File: src/rtl/ct_fcnvt_narrow_sh_pipe_if.sv
// Handshake and data bundle for the narrowing-convert denormal shift/round pipe.
// master = upstream/downstream environment, slave = the pipe itself.
interface ct_fcnvt_narrow_sh_pipe_if #(
    parameter int SRC_EXP_W  = 11,
    parameter int SRC_FRAC_W = 52,
    parameter int DST_FRAC_W = 23,
    parameter int TAG_W      = 8
);
    localparam int V_W = DST_FRAC_W + 1;

    logic                  sh_in_vld;
    logic                  sh_in_rdy;
    logic [SRC_EXP_W-1:0]  sh_in_cnt;
    logic [SRC_FRAC_W-1:0] sh_in_src;
    logic                  sh_in_sign;
    logic [2:0]            sh_in_rm;
    logic [TAG_W-1:0]      sh_in_tag;

    logic                  sh_out_vld;
    logic                  sh_out_rdy;
    logic [V_W-1:0]        sh_out_f_v;
    logic [DST_FRAC_W-1:0] sh_out_frac;
    logic                  sh_out_to_norm;
    logic                  sh_out_inexact;
    logic                  sh_out_denorm;
    logic [TAG_W-1:0]      sh_out_tag;

    modport master (
        output sh_in_vld, sh_in_cnt, sh_in_src, sh_in_sign, sh_in_rm, sh_in_tag, sh_out_rdy,
        input  sh_in_rdy, sh_out_vld, sh_out_f_v, sh_out_frac, sh_out_to_norm,
               sh_out_inexact, sh_out_denorm, sh_out_tag
    );

    modport slave (
        input  sh_in_vld, sh_in_cnt, sh_in_src, sh_in_sign, sh_in_rm, sh_in_tag, sh_out_rdy,
        output sh_in_rdy, sh_out_vld, sh_out_f_v, sh_out_frac, sh_out_to_norm,
               sh_out_inexact, sh_out_denorm, sh_out_tag
    );
endinterface

File: src/rtl/ct_fcnvt_narrow_sh_pipe.sv
// Two-stage denormal align (S1) and round (S2) for narrowing FP converts.
// valid/ready on both ends, flush kills both stages, outputs driven from S2 flops.
module ct_fcnvt_narrow_sh_pipe #(
    parameter int SRC_EXP_W  = 11,
    parameter int SRC_FRAC_W = 52,
    parameter int DST_EXP_W  = 8,
    parameter int DST_FRAC_W = 23,
    parameter int TAG_W      = 8
) (
    input logic                      forever_cpuclk,
    input logic                      cpurst,
    input logic                      pipe_flush,
    ct_fcnvt_narrow_sh_pipe_if.slave sh
);
    localparam int STAGES = 2;
    localparam int V_W    = DST_FRAC_W + 1;
    localparam int X_W    = SRC_FRAC_W + 2;
    localparam int AL_W   = V_W + X_W;
    localparam int TOP    = (2**(SRC_EXP_W-1) - 1) - (2**(DST_EXP_W-1) - 1);
    localparam int E_W    = SRC_EXP_W + 1;

    localparam logic [E_W-1:0]  TOP_E = E_W'(TOP);
    localparam logic [E_W-1:0]  KMAX  = E_W'(V_W);
    localparam logic [E_W-1:0]  ONE_E = E_W'(1);
    localparam logic [X_W-1:0]  X_STK = {2'b00, 1'b1, {(X_W-3){1'b0}}};

    logic [STAGES:1]       vld_pipe;
    logic                  s2_adv, s1_adv, in_acc;

    // S1 state
    logic [V_W-1:0]        s1_v;
    logic [X_W-1:0]        s1_x;
    logic                  s1_sign, s1_den;
    logic [2:0]            s1_rm;
    logic [TAG_W-1:0]      s1_tag;

    // S2 state
    logic [V_W-1:0]        s2_fv;
    logic [DST_FRAC_W-1:0] s2_frac;
    logic                  s2_norm, s2_inx, s2_den;
    logic [TAG_W-1:0]      s2_tag;

    assign s2_adv       = ~vld_pipe[2] | sh.sh_out_rdy;
    assign s1_adv       = vld_pipe[1] & s2_adv;
    assign sh.sh_in_rdy = ~pipe_flush & (~vld_pipe[1] | s2_adv);
    assign in_acc       = sh.sh_in_vld & sh.sh_in_rdy;

    // Align: k = TOP - cnt, computed one bit wider so cnt > TOP is visible.
    logic [E_W-1:0]  cnt_e, k, shamt;
    logic [AL_W-1:0] al, al_sh;
    logic            in_den;
    logic [V_W-1:0]  a_v;
    logic [X_W-1:0]  a_x;

    always_comb begin
        cnt_e  = {1'b0, sh.sh_in_cnt};
        in_den = (cnt_e <= TOP_E);
        k      = TOP_E - cnt_e;
        shamt  = k + ONE_E;
        al     = {1'b1, sh.sh_in_src, {(AL_W-1-SRC_FRAC_W){1'b0}}};
        al_sh  = al >> shamt;
        a_v    = '0;
        a_x    = '0;
        if (in_den) begin
            if (k <= KMAX) {a_v, a_x} = al_sh;
            else           a_x = X_STK;
        end
    end

    // Round on the S1 registers.
    logic           g, st, incr;
    logic [V_W-1:0] sum;

    always_comb begin
        g  = s1_x[X_W-1];
        st = |s1_x[X_W-2:0];
        case (s1_rm)
            3'd1:    incr = 1'b0;
            3'd2:    incr = s1_sign & (g | st);
            3'd3:    incr = ~s1_sign & (g | st);
            3'd4:    incr = g;
            default: incr = g & (st | s1_v[0]);
        endcase
        sum = s1_v + {{(V_W-1){1'b0}}, incr};
    end

    always_ff @(posedge forever_cpuclk or posedge cpurst) begin
        if (cpurst) begin
            vld_pipe <= '0;
            s1_v     <= '0;
            s1_x     <= '0;
            s1_sign  <= 1'b0;
            s1_den   <= 1'b0;
            s1_rm    <= '0;
            s1_tag   <= '0;
            s2_fv    <= '0;
            s2_frac  <= '0;
            s2_norm  <= 1'b0;
            s2_inx   <= 1'b0;
            s2_den   <= 1'b0;
            s2_tag   <= '0;
        end else begin
            if (pipe_flush) begin
                vld_pipe <= '0;
            end else begin
                if (in_acc)      vld_pipe[1] <= 1'b1;
                else if (s1_adv) vld_pipe[1] <= 1'b0;
                if (s2_adv)      vld_pipe[2] <= vld_pipe[1];
            end
            if (in_acc) begin
                s1_v    <= a_v;
                s1_x    <= a_x;
                s1_sign <= sh.sh_in_sign;
                s1_den  <= in_den;
                s1_rm   <= sh.sh_in_rm;
                s1_tag  <= sh.sh_in_tag;
            end
            // S2 only loads on advance, so its contents hold through a stall.
            if (s1_adv) begin
                s2_fv   <= s1_v;
                s2_frac <= sum[DST_FRAC_W-1:0];
                s2_norm <= sum[DST_FRAC_W];
                s2_inx  <= g | st;
                s2_den  <= s1_den;
                s2_tag  <= s1_tag;
            end
        end
    end

    assign sh.sh_out_vld     = vld_pipe[2];
    assign sh.sh_out_f_v     = s2_fv;
    assign sh.sh_out_frac    = s2_frac;
    assign sh.sh_out_to_norm = s2_norm;
    assign sh.sh_out_inexact = s2_inx;
    assign sh.sh_out_denorm  = s2_den;
    assign sh.sh_out_tag     = s2_tag;
endmodule
File: src/flat_wrapper.sv
// flat-port wrapper written by rule: the top's interface ports become plain ports
module ct_fcnvt_narrow_sh_pipe_flat 
#(
    parameter int SRC_EXP_W  = 11,
    parameter int SRC_FRAC_W = 52,
    parameter int DST_EXP_W  = 8,
    parameter int DST_FRAC_W = 23,
    parameter int TAG_W      = 8
)
  (forever_cpuclk, cpurst, pipe_flush, sh_sh_in_vld, sh_sh_in_cnt, sh_sh_in_src, sh_sh_in_sign, sh_sh_in_rm, sh_sh_in_tag, sh_sh_out_rdy, sh_sh_in_rdy, sh_sh_out_vld, sh_sh_out_f_v, sh_sh_out_frac, sh_sh_out_to_norm, sh_sh_out_inexact, sh_sh_out_denorm, sh_sh_out_tag);
  ct_fcnvt_narrow_sh_pipe_if #(.SRC_EXP_W(SRC_EXP_W), .SRC_FRAC_W(SRC_FRAC_W), .DST_FRAC_W(DST_FRAC_W), .TAG_W(TAG_W)) sh_i ();
  input logic forever_cpuclk;
  input logic cpurst;
  input logic pipe_flush;
  input wire logic [$bits(sh_i.sh_in_vld)-1:0] sh_sh_in_vld;
  input wire logic [$bits(sh_i.sh_in_cnt)-1:0] sh_sh_in_cnt;
  input wire logic [$bits(sh_i.sh_in_src)-1:0] sh_sh_in_src;
  input wire logic [$bits(sh_i.sh_in_sign)-1:0] sh_sh_in_sign;
  input wire logic [$bits(sh_i.sh_in_rm)-1:0] sh_sh_in_rm;
  input wire logic [$bits(sh_i.sh_in_tag)-1:0] sh_sh_in_tag;
  input wire logic [$bits(sh_i.sh_out_rdy)-1:0] sh_sh_out_rdy;
  output wire logic [$bits(sh_i.sh_in_rdy)-1:0] sh_sh_in_rdy;
  output wire logic [$bits(sh_i.sh_out_vld)-1:0] sh_sh_out_vld;
  output wire logic [$bits(sh_i.sh_out_f_v)-1:0] sh_sh_out_f_v;
  output wire logic [$bits(sh_i.sh_out_frac)-1:0] sh_sh_out_frac;
  output wire logic [$bits(sh_i.sh_out_to_norm)-1:0] sh_sh_out_to_norm;
  output wire logic [$bits(sh_i.sh_out_inexact)-1:0] sh_sh_out_inexact;
  output wire logic [$bits(sh_i.sh_out_denorm)-1:0] sh_sh_out_denorm;
  output wire logic [$bits(sh_i.sh_out_tag)-1:0] sh_sh_out_tag;
  assign sh_i.sh_in_vld = sh_sh_in_vld;
  assign sh_i.sh_in_cnt = sh_sh_in_cnt;
  assign sh_i.sh_in_src = sh_sh_in_src;
  assign sh_i.sh_in_sign = sh_sh_in_sign;
  assign sh_i.sh_in_rm = sh_sh_in_rm;
  assign sh_i.sh_in_tag = sh_sh_in_tag;
  assign sh_i.sh_out_rdy = sh_sh_out_rdy;
  assign sh_sh_in_rdy = sh_i.sh_in_rdy;
  assign sh_sh_out_vld = sh_i.sh_out_vld;
  assign sh_sh_out_f_v = sh_i.sh_out_f_v;
  assign sh_sh_out_frac = sh_i.sh_out_frac;
  assign sh_sh_out_to_norm = sh_i.sh_out_to_norm;
  assign sh_sh_out_inexact = sh_i.sh_out_inexact;
  assign sh_sh_out_denorm = sh_i.sh_out_denorm;
  assign sh_sh_out_tag = sh_i.sh_out_tag;
  ct_fcnvt_narrow_sh_pipe #(.SRC_EXP_W(SRC_EXP_W), .SRC_FRAC_W(SRC_FRAC_W), .DST_EXP_W(DST_EXP_W), .DST_FRAC_W(DST_FRAC_W), .TAG_W(TAG_W)) u_core (.forever_cpuclk(forever_cpuclk), .cpurst(cpurst), .pipe_flush(pipe_flush), .sh(sh_i));
endmodule
File: config.mk
export PLATFORM = sky130hd
export DESIGN_NAME = ct_fcnvt_narrow_sh_pipe_flat
export DESIGN_NICKNAME = d
export VERILOG_FILES = /design/src/rtl/ct_fcnvt_narrow_sh_pipe_if.sv /design/src/rtl/ct_fcnvt_narrow_sh_pipe.sv /design/src/flat_wrapper.sv
export SDC_FILE = /design/constraint.sdc
export NUM_CORES = 1
export LEC_CHECK = 0
export CAP_MARGIN = 20
export CORE_UTILIZATION = 60
export CTS_CLUSTER_DIAMETER = 100
export DETAILED_ROUTE_END_ITERATION = 16
export GPL_ROUTABILITY_DRIVEN = 0
export PLACE_DENSITY = 0.95
export SYNTH_ARGS = -nofsm -noshare
export SYNTH_HDL_FRONTEND = slang
export SYNTH_SLANG_ARGS = --single-unit
File: constraint.sdc
create_clock -name forever_cpuclk -period 9.7 [get_ports forever_cpuclk]
set_input_delay 1.94 -clock forever_cpuclk [delete_from_list [all_inputs] [get_ports forever_cpuclk]]
set_output_delay 1.94 -clock forever_cpuclk [all_outputs]
set_load 0.01 [all_outputs]
==> results.yml, run 1 <==
run_status:
  status: "finished clean"
global_routing:
  grt_pass1_wl_mm: 46.7
  met1_usage: 0.461
  grt_use_met3: 0.0798
  globalRouteTotalUtil: 0.358
  use_met2: 0.569
  grt_max_degree: 98
  antenna_found_initial: 0
  grt_overflow: 0
  grt_most_used_layer: "met2"
  grt_pass1_vias: 8952
hold_path:
  hold-path-endpoint: "u_core.sh.sh_out_frac[15]$_DFFE_PP0P_"
  hp-start: "u_core.sh.sh_out_frac[15]$_DFFE_PP0P_"
  hp-class: "reg -> reg"
  worstHoldPathCells: 2
worst_setup_path:
  cp-startpoint: "sh_sh_in_cnt[0]"
  r2r_setup_slack_ns: 6.11
  slowest_delay_ns: 0.89
  worst-path-buf-inv: 3
  reg2reg_depth: 13
  path_max_fanout: 44
  cp_top_family: "buffers and inverters"
  endpoint_kind: "register"
  cp.arrival_ns: 6.67
  r2r_start: "u_core.s1_x[40]$_DFFE_PP0P_"
  critPathRequiredTime_ns: 9.99
  worst_setup_path_start_kind: "primary input"
  crit_slowest_cell: "ha_1"
  path_cells: "buf_2 -> inv_1 -> ha_1 -> and2_1 -> a2bb2oi_2 -> xor2_4 -> buf_4 -> mux2_2 -> mux4_2 -> nor4b_4 -> a311oi_2 -> o21ai_1"
  r2r-end: "u_core.sh.sh_out_frac[20]$_DFFE_PP0P_"
  path_class: "in -> reg"
timing:
  fin_skew_ns: 0.00851
  rsz0062_at_grt: "false"
  fin_ws_ns: 3.32
  final_max_slew_viol_count: 0
  min_period_ns: 6.38
  final.setup.tns_ns: 0
  worst-slew-pin-transition_ns: 1.12
  setup_viol: 0
  timing.final.crit_share: 0.658
  final_hold_viol_count: 0
  slew-limit-headroom: 0.251
  fmax_mhz: 157
  fin_hold_ws_ns: 0.482
die:
  ios: 140
  die_w_um: 130
  rows: 46
  start_util: 0.618
  die_h_um: 130
  die_area_mm2: 0.0170
  core_mm2: 0.0160
job:
  maxCapViolCount: 0
detailed_routing:
  drc: 0
  via_per_inst: 6.76
  drt-total-wl_mm: 29.7
  first_iter_violations: 1467
  drt_pre_antenna_iters: 7
  final_antenna_net_count: 0
  wl_per_cell_um: 21.7
  vias: 9249
yosys:
  syn_inst: 1045
  synth_top_cells_by_area: "dfrtp_1, mux2i_1, nand2_1"
  synth.top_cells.by_count: "nand2_1, dfrtp_1, mux2i_1"
  synth_seq_cells: 151
  avgSynthCellArea_um2: 9.46
  ys_async_sr_fraction: 1.00
  post_synth_num_cell_types: 70
  synth.cell_area_mm2: 0.00989
  synth_ff_type: "dfrtp_1"
  synth_fp_nets: 1130
  synth_edf_count: 0
  yosysMostFrequentCell: "nand2_1"
  synth_top_area_share: 0.382
  ys_warn_count: 0
  yosys.area.top_type: "dfrtp_1"
  synth-seq-area-share: 0.382
clocking:
  cts-buffers-inserted: 17
  cts_sinks: 151
  cts_hold_buffers: 0
  cts_setup_buffers: 0
  clock_path_buffers: 2
  clk_pin_slew_ns: 0.06
  root_buffer: "clkbuf_16"
  cts_resized: 0
  insertion_delay_ns: 0.42
  cts_tree: "built"
  htreeDepth: 4
layout:
  final_util: 0.746
  final_nets: 1226
  synthToLayoutAreaGrowth_pct: 20.7
  num_antenna_cells: 0
  layout-drive-gt1-share: 0.117
placed_design:
  dpl.hpwl_mm: 20.7
  numPortBuffers: 139
  pre_cts_slack_ns: 2.99
pwr:
  powerDensity_mw_per_mm2: 158
  power.leakage_nw: 5.20
  ir_drop_mv: 0.107
  power_mw: 1.89
## logic make-up after synthesis
logic type / count (synthesis) / synth area share
XOR/XNOR: 38 / 0.0366
multiplexers: 191 / 0.225
adder cells (fa/ha/maj): 5 / 0.00633
buffers and inverters: 84 / 0.0390
flip-flops: 151 / 0.382
AO/OA/AOI/OAI: 247 / 0.158
AND/OR/NAND/NOR: 329 / 0.153
## sequential cells by signal, summed over array words and instances, names as in the netlist
register / cells
u_core.vld_pipe: 2
u_core.sh.sh_out_denorm: 1
u_core.sh.sh_out_tag: 8
u_core.s1_sign: 1
u_core.sh.sh_out_frac: 23
u_core.sh.sh_out_inexact: 1
u_core.sh.sh_out_f_v: 24
u_core.s1_tag: 8
u_core.s1_rm: 3
u_core.s1_v: 24
u_core.s1_x: 54
u_core.sh.sh_out_to_norm: 1
u_core.s1_den: 1
## per-stage QoR
| stage | cell area (um2) | instances |
|---|---|---|
| after CTS | 11900 | 1369 |
| after global placement | 11300 | 1338 |
| after global routing | 11900 | 1369 |
| after detailed placement | 11300 | 1338 |
| final | 11900 | 1369 |
| after floorplan | 9890 | 1045 |
## report_power, final
| part | internal, mW | total [mW] | switching, mW |
|---|---|---|---|
| logic | 0.219 | 0.553 | 0.334 |
| clock network | 0.408 | 0.666 | 0.258 |
| registers | 0.653 | 0.669 | 0.0161 |
| total | 1.28 | 1.89 | 0.608 |
## tightest hold or removal path, stage by stage, from the launching register on
cell and delay, ns:
dfrtp_1 0.34, nand2_1 0.05, o21ai_0 0.06
## layout make-up
cell class	instances	area [um2]
Timing Repair Buffer	151	1480
Tap cell	216	270
Clock inverter	13	156
Clock buffer	18	439
Inverter	10	42.5
Fill cell	1089	4060
Sequential cell	151	3780
Multi-Input combinational cell	810	5770
## per-layer routing
| layer | wire length, um | up-vias |
|---|---|---|
| met3 | 3380 | 140 |
| met1 | 11300 | 4328 |
| li1 | - | 4032 |
| met2 | 13600 | 749 |
| met4 | 1480 | 0 |
| met5 | 0 | - |
## layout by cell type, fill, tap and decap left out, drive strengths merged, types with 21 or more instances in the layout
cell type and n:
mux2i 118, dfrtp 151, nand3 22, nor2 42, mux2 56, clkdlybuf4s50 138
a21oi 44, a22oi 32, o21ai 94, nand2 179, xor2 21
## how the worst max path moves through the flow
stage               cells past startpoint                          to
global route                           12  u_core.s1_x[9]$_DFFE_PP0P_
finish                                 12  u_core.s1_x[9]$_DFFE_PP0P_
global placement                       12  u_core.s1_x[9]$_DFFE_PP0P_
detailed placement                     12  u_core.s1_x[9]$_DFFE_PP0P_
CTS                                    12  u_core.s1_x[9]$_DFFE_PP0P_
floorplan                               1   u_core.s1_den$_DFFE_PP0P_
Power figures use the tool's default switching activity.
==> run 2: changes to the inputs <==
Settings changed: CORE_UTILIZATION 60 to 56, PLACE_DENSITY 0.95 to 0.94.
Clock period 9.7 ns to 6 ns, I/O delays scaled along.
==> run 2 against run 1 <==
Net effect: clock power increased by 71%; critical path depth decreased by 1; total power increased by 65%; critical endpoint unchanged; utilization decreased by 4.8 points; sequential cell count unchanged; first-iteration DRC count decreased by 15%; count of clock-buffer cells in the layout increased by 5; wire length decreased by 2.8%; register-to-register slack got worse by 3.6 ns; sequential power increased by 61%.
==> results.yml, run 2 (synthesis results as in run 1) <==
detailed_routing:
  top_layer_used: "met4"
  first_iter_violations: 1253
  wl_met3_mm: 2.97
  wl_per_cell_um: 20.9
  wl_met2_mm: 13.2
  drt_pre_antenna_iters: 9
  drc: 0
  drt-total-wl_mm: 28.9
  final_antenna_net_count: 0
  via_per_inst: 6.70
  wl_met1_mm: 11.2
  vias: 9281
worst_setup_path:
  path_class: "in -> reg"
  path_cells: "clkdlybuf4s50_1 -> inv_1 -> ha_1 -> xor3_4 -> buf_4 -> mux2i_1 -> o22ai_1 -> a211oi_1 -> o221ai_1 -> a311oi_2 -> o21ai_1"
  r2r_setup_slack_ns: 2.55
  crit_slowest_cell: "xor3_4"
  reg2reg_depth: 13
  critPathRequiredTime_ns: 6.29
  r2r_start: "u_core.s1_x[40]$_DFFE_PP0P_"
  path_max_fanout: 42
  slowest_delay_ns: 0.87
  endpoint_kind: "register"
  cp.arrival_ns: 5.22
  r2r-end: "u_core.sh.sh_out_frac[18]$_DFFE_PP0P_"
  worst_setup_path_start_kind: "primary input"
timing:
  final_hold_viol_count: 0
  fmax_mhz: 203
  worst-slew-pin-transition_ns: 0.974
  rsz0062_at_grt: "false"
  final_max_slew_viol_count: 0
  timing.final.crit_share: 0.822
  min_period_ns: 4.93
  setup_viol: 0
  final.setup.tns_ns: 0
  slew-limit-headroom: 0.349
  fin_skew_ns: 0.00952
hold_path:
  hp-start: "u_core.s1_x[27]$_DFFE_PP0P_"
  worstHoldPathCells: 2
  hold-path-endpoint: "u_core.s1_x[27]$_DFFE_PP0P_"
  hp-class: "reg -> reg"
layout:
  final_common_cell: "nand2_1"
  layout-drive-gt1-share: 0.122
  final_cell_mix: "nand2_1, dfrtp_1, clkdlybuf4s50_1, mux2i_1, o21ai_0"
  fin_cells: 1386
  synthToLayoutAreaGrowth_pct: 22.1
  final_area_mm2: 0.0121
  final_nets: 1234
  num_antenna_cells: 0
  regMostFlops: "u_core.s1_x"
  fillCellCount: 1232
  largest_reg_flops: 54
die:
  rows: 48
  die_area_mm2: 0.0182
  core_mm2: 0.0173
  ios: 140
  die_h_um: 135
  start_util: 0.572
  die_w_um: 135
global_routing:
  globalRouteTotalUtil: 0.326
  grt_overflow: 0
  grt_pass1_vias: 8927
  grt_max_degree: 116
  antenna_found_initial: 0
  grt_pass1_wl_mm: 46.1
job:
  maxCapViolCount: 0
clocking:
  cts-buffers-inserted: 17
  clk_pin_slew_ns: 0.06
  cts_tree: "built"
  cts_hold_buffers: 0
  clock_path_buffers: 2
  insertion_delay_ns: 0.42
  htreeDepth: 4
  root_buffer: "clkbuf_16"
  cts_setup_buffers: 0
  cts_sinks: 151
  cts_resized: 0
pwr:
  power.leakage_nw: 5.28
  ir_drop_mv: 0.184
  powerDensity_mw_per_mm2: 258
placed_design:
  numPortBuffers: 139
  post_dp_cell_area_mm2: 0.0114
  dpl.hpwl_mm: 21.1
  dp_cells: 1354
run_status:
  status: "finished clean"
## run 2: cell count changes in the layout (fill, tap and decap cells not counted), sizes merged
cell	delta
clkbuf	+5
clkinv	-2
clkinvlp	-4
buf	+8
bufinv	+1
## run 2: worst max-delay path: cells and delay by family
kind | cells | cell delay [ns]
adders and majority gates | 1 | 0.45
AOI/OAI and AO/OA | 5 | 1.24
buffers and inverters | 3 | 1.01
muxes | 1 | 0.40
xor gates and xnor gates | 1 | 0.87
## run 2: how the worst max path moves through the flow
| stage | start | to | slack (ns) | depth (start not counted) |
|---|---|---|---|---|
| global route | sh_sh_in_cnt[1] | u_core.s1_v[4]$_DFFE_PP0P_ | 0.86 | 11 |
| CTS | sh_sh_in_cnt[1] | u_core.s1_x[9]$_DFFE_PP0P_ | 1.22 | 11 |
| global placement | sh_sh_in_cnt[1] | u_core.s1_x[9]$_DFFE_PP0P_ | 0.96 | 11 |
| floorplan | cpurst | u_core.s1_den$_DFFE_PP0P_ | 0.74 | 1 |
| finish | sh_sh_in_cnt[1] | u_core.s1_x[9]$_DFFE_PP0P_ | 1.07 | 11 |
| detailed placement | sh_sh_in_cnt[1] | u_core.s1_x[9]$_DFFE_PP0P_ | 0.77 | 11 |
## run 2: power by group
| part | internal [mW] | switching [mW] | total (mW) |
|---|---|---|---|
| Sequential | 1.06 | 0.0212 | 1.08 |
| Clock | 0.747 | 0.397 | 1.14 |
| Combinational | 0.359 | 0.535 | 0.894 |
## run 2: layer usage
metal / up-vias / global-route usage
met1: 4367 / 0.420
met4: 0 / 0.172
met2: 729 / 0.513
met3: 142 / 0.0747
li1: 4043 / -
met5: - / 0
## run 2: layout make-up
type	instances	area (um2)	share of cell area
multi-input cells	810	5770	0.478
flip-flops and latches	151	3780	0.313
repair buffers	159	1560	0.129
clock buffers	23	498	0.0412
well taps	225	282	0.0233
clock inverters	8	143	0.0118
inverters	10	42.5	0.00352
## run 2: per-stage QoR
step           worst slack (ns)   util  hold WS [ns]  total power, mW
3_3_place_gp              0.956  0.659         0.457             1.92
6_report                   1.07  0.698         0.478             3.12
5_1_grt                   0.864  0.698         0.504             3.21
4_1_cts                    1.22  0.696         0.478             3.08
2_1_floorplan             0.735      -         0.439             1.66
3_5_place_dp              0.766  0.659         0.463             1.95
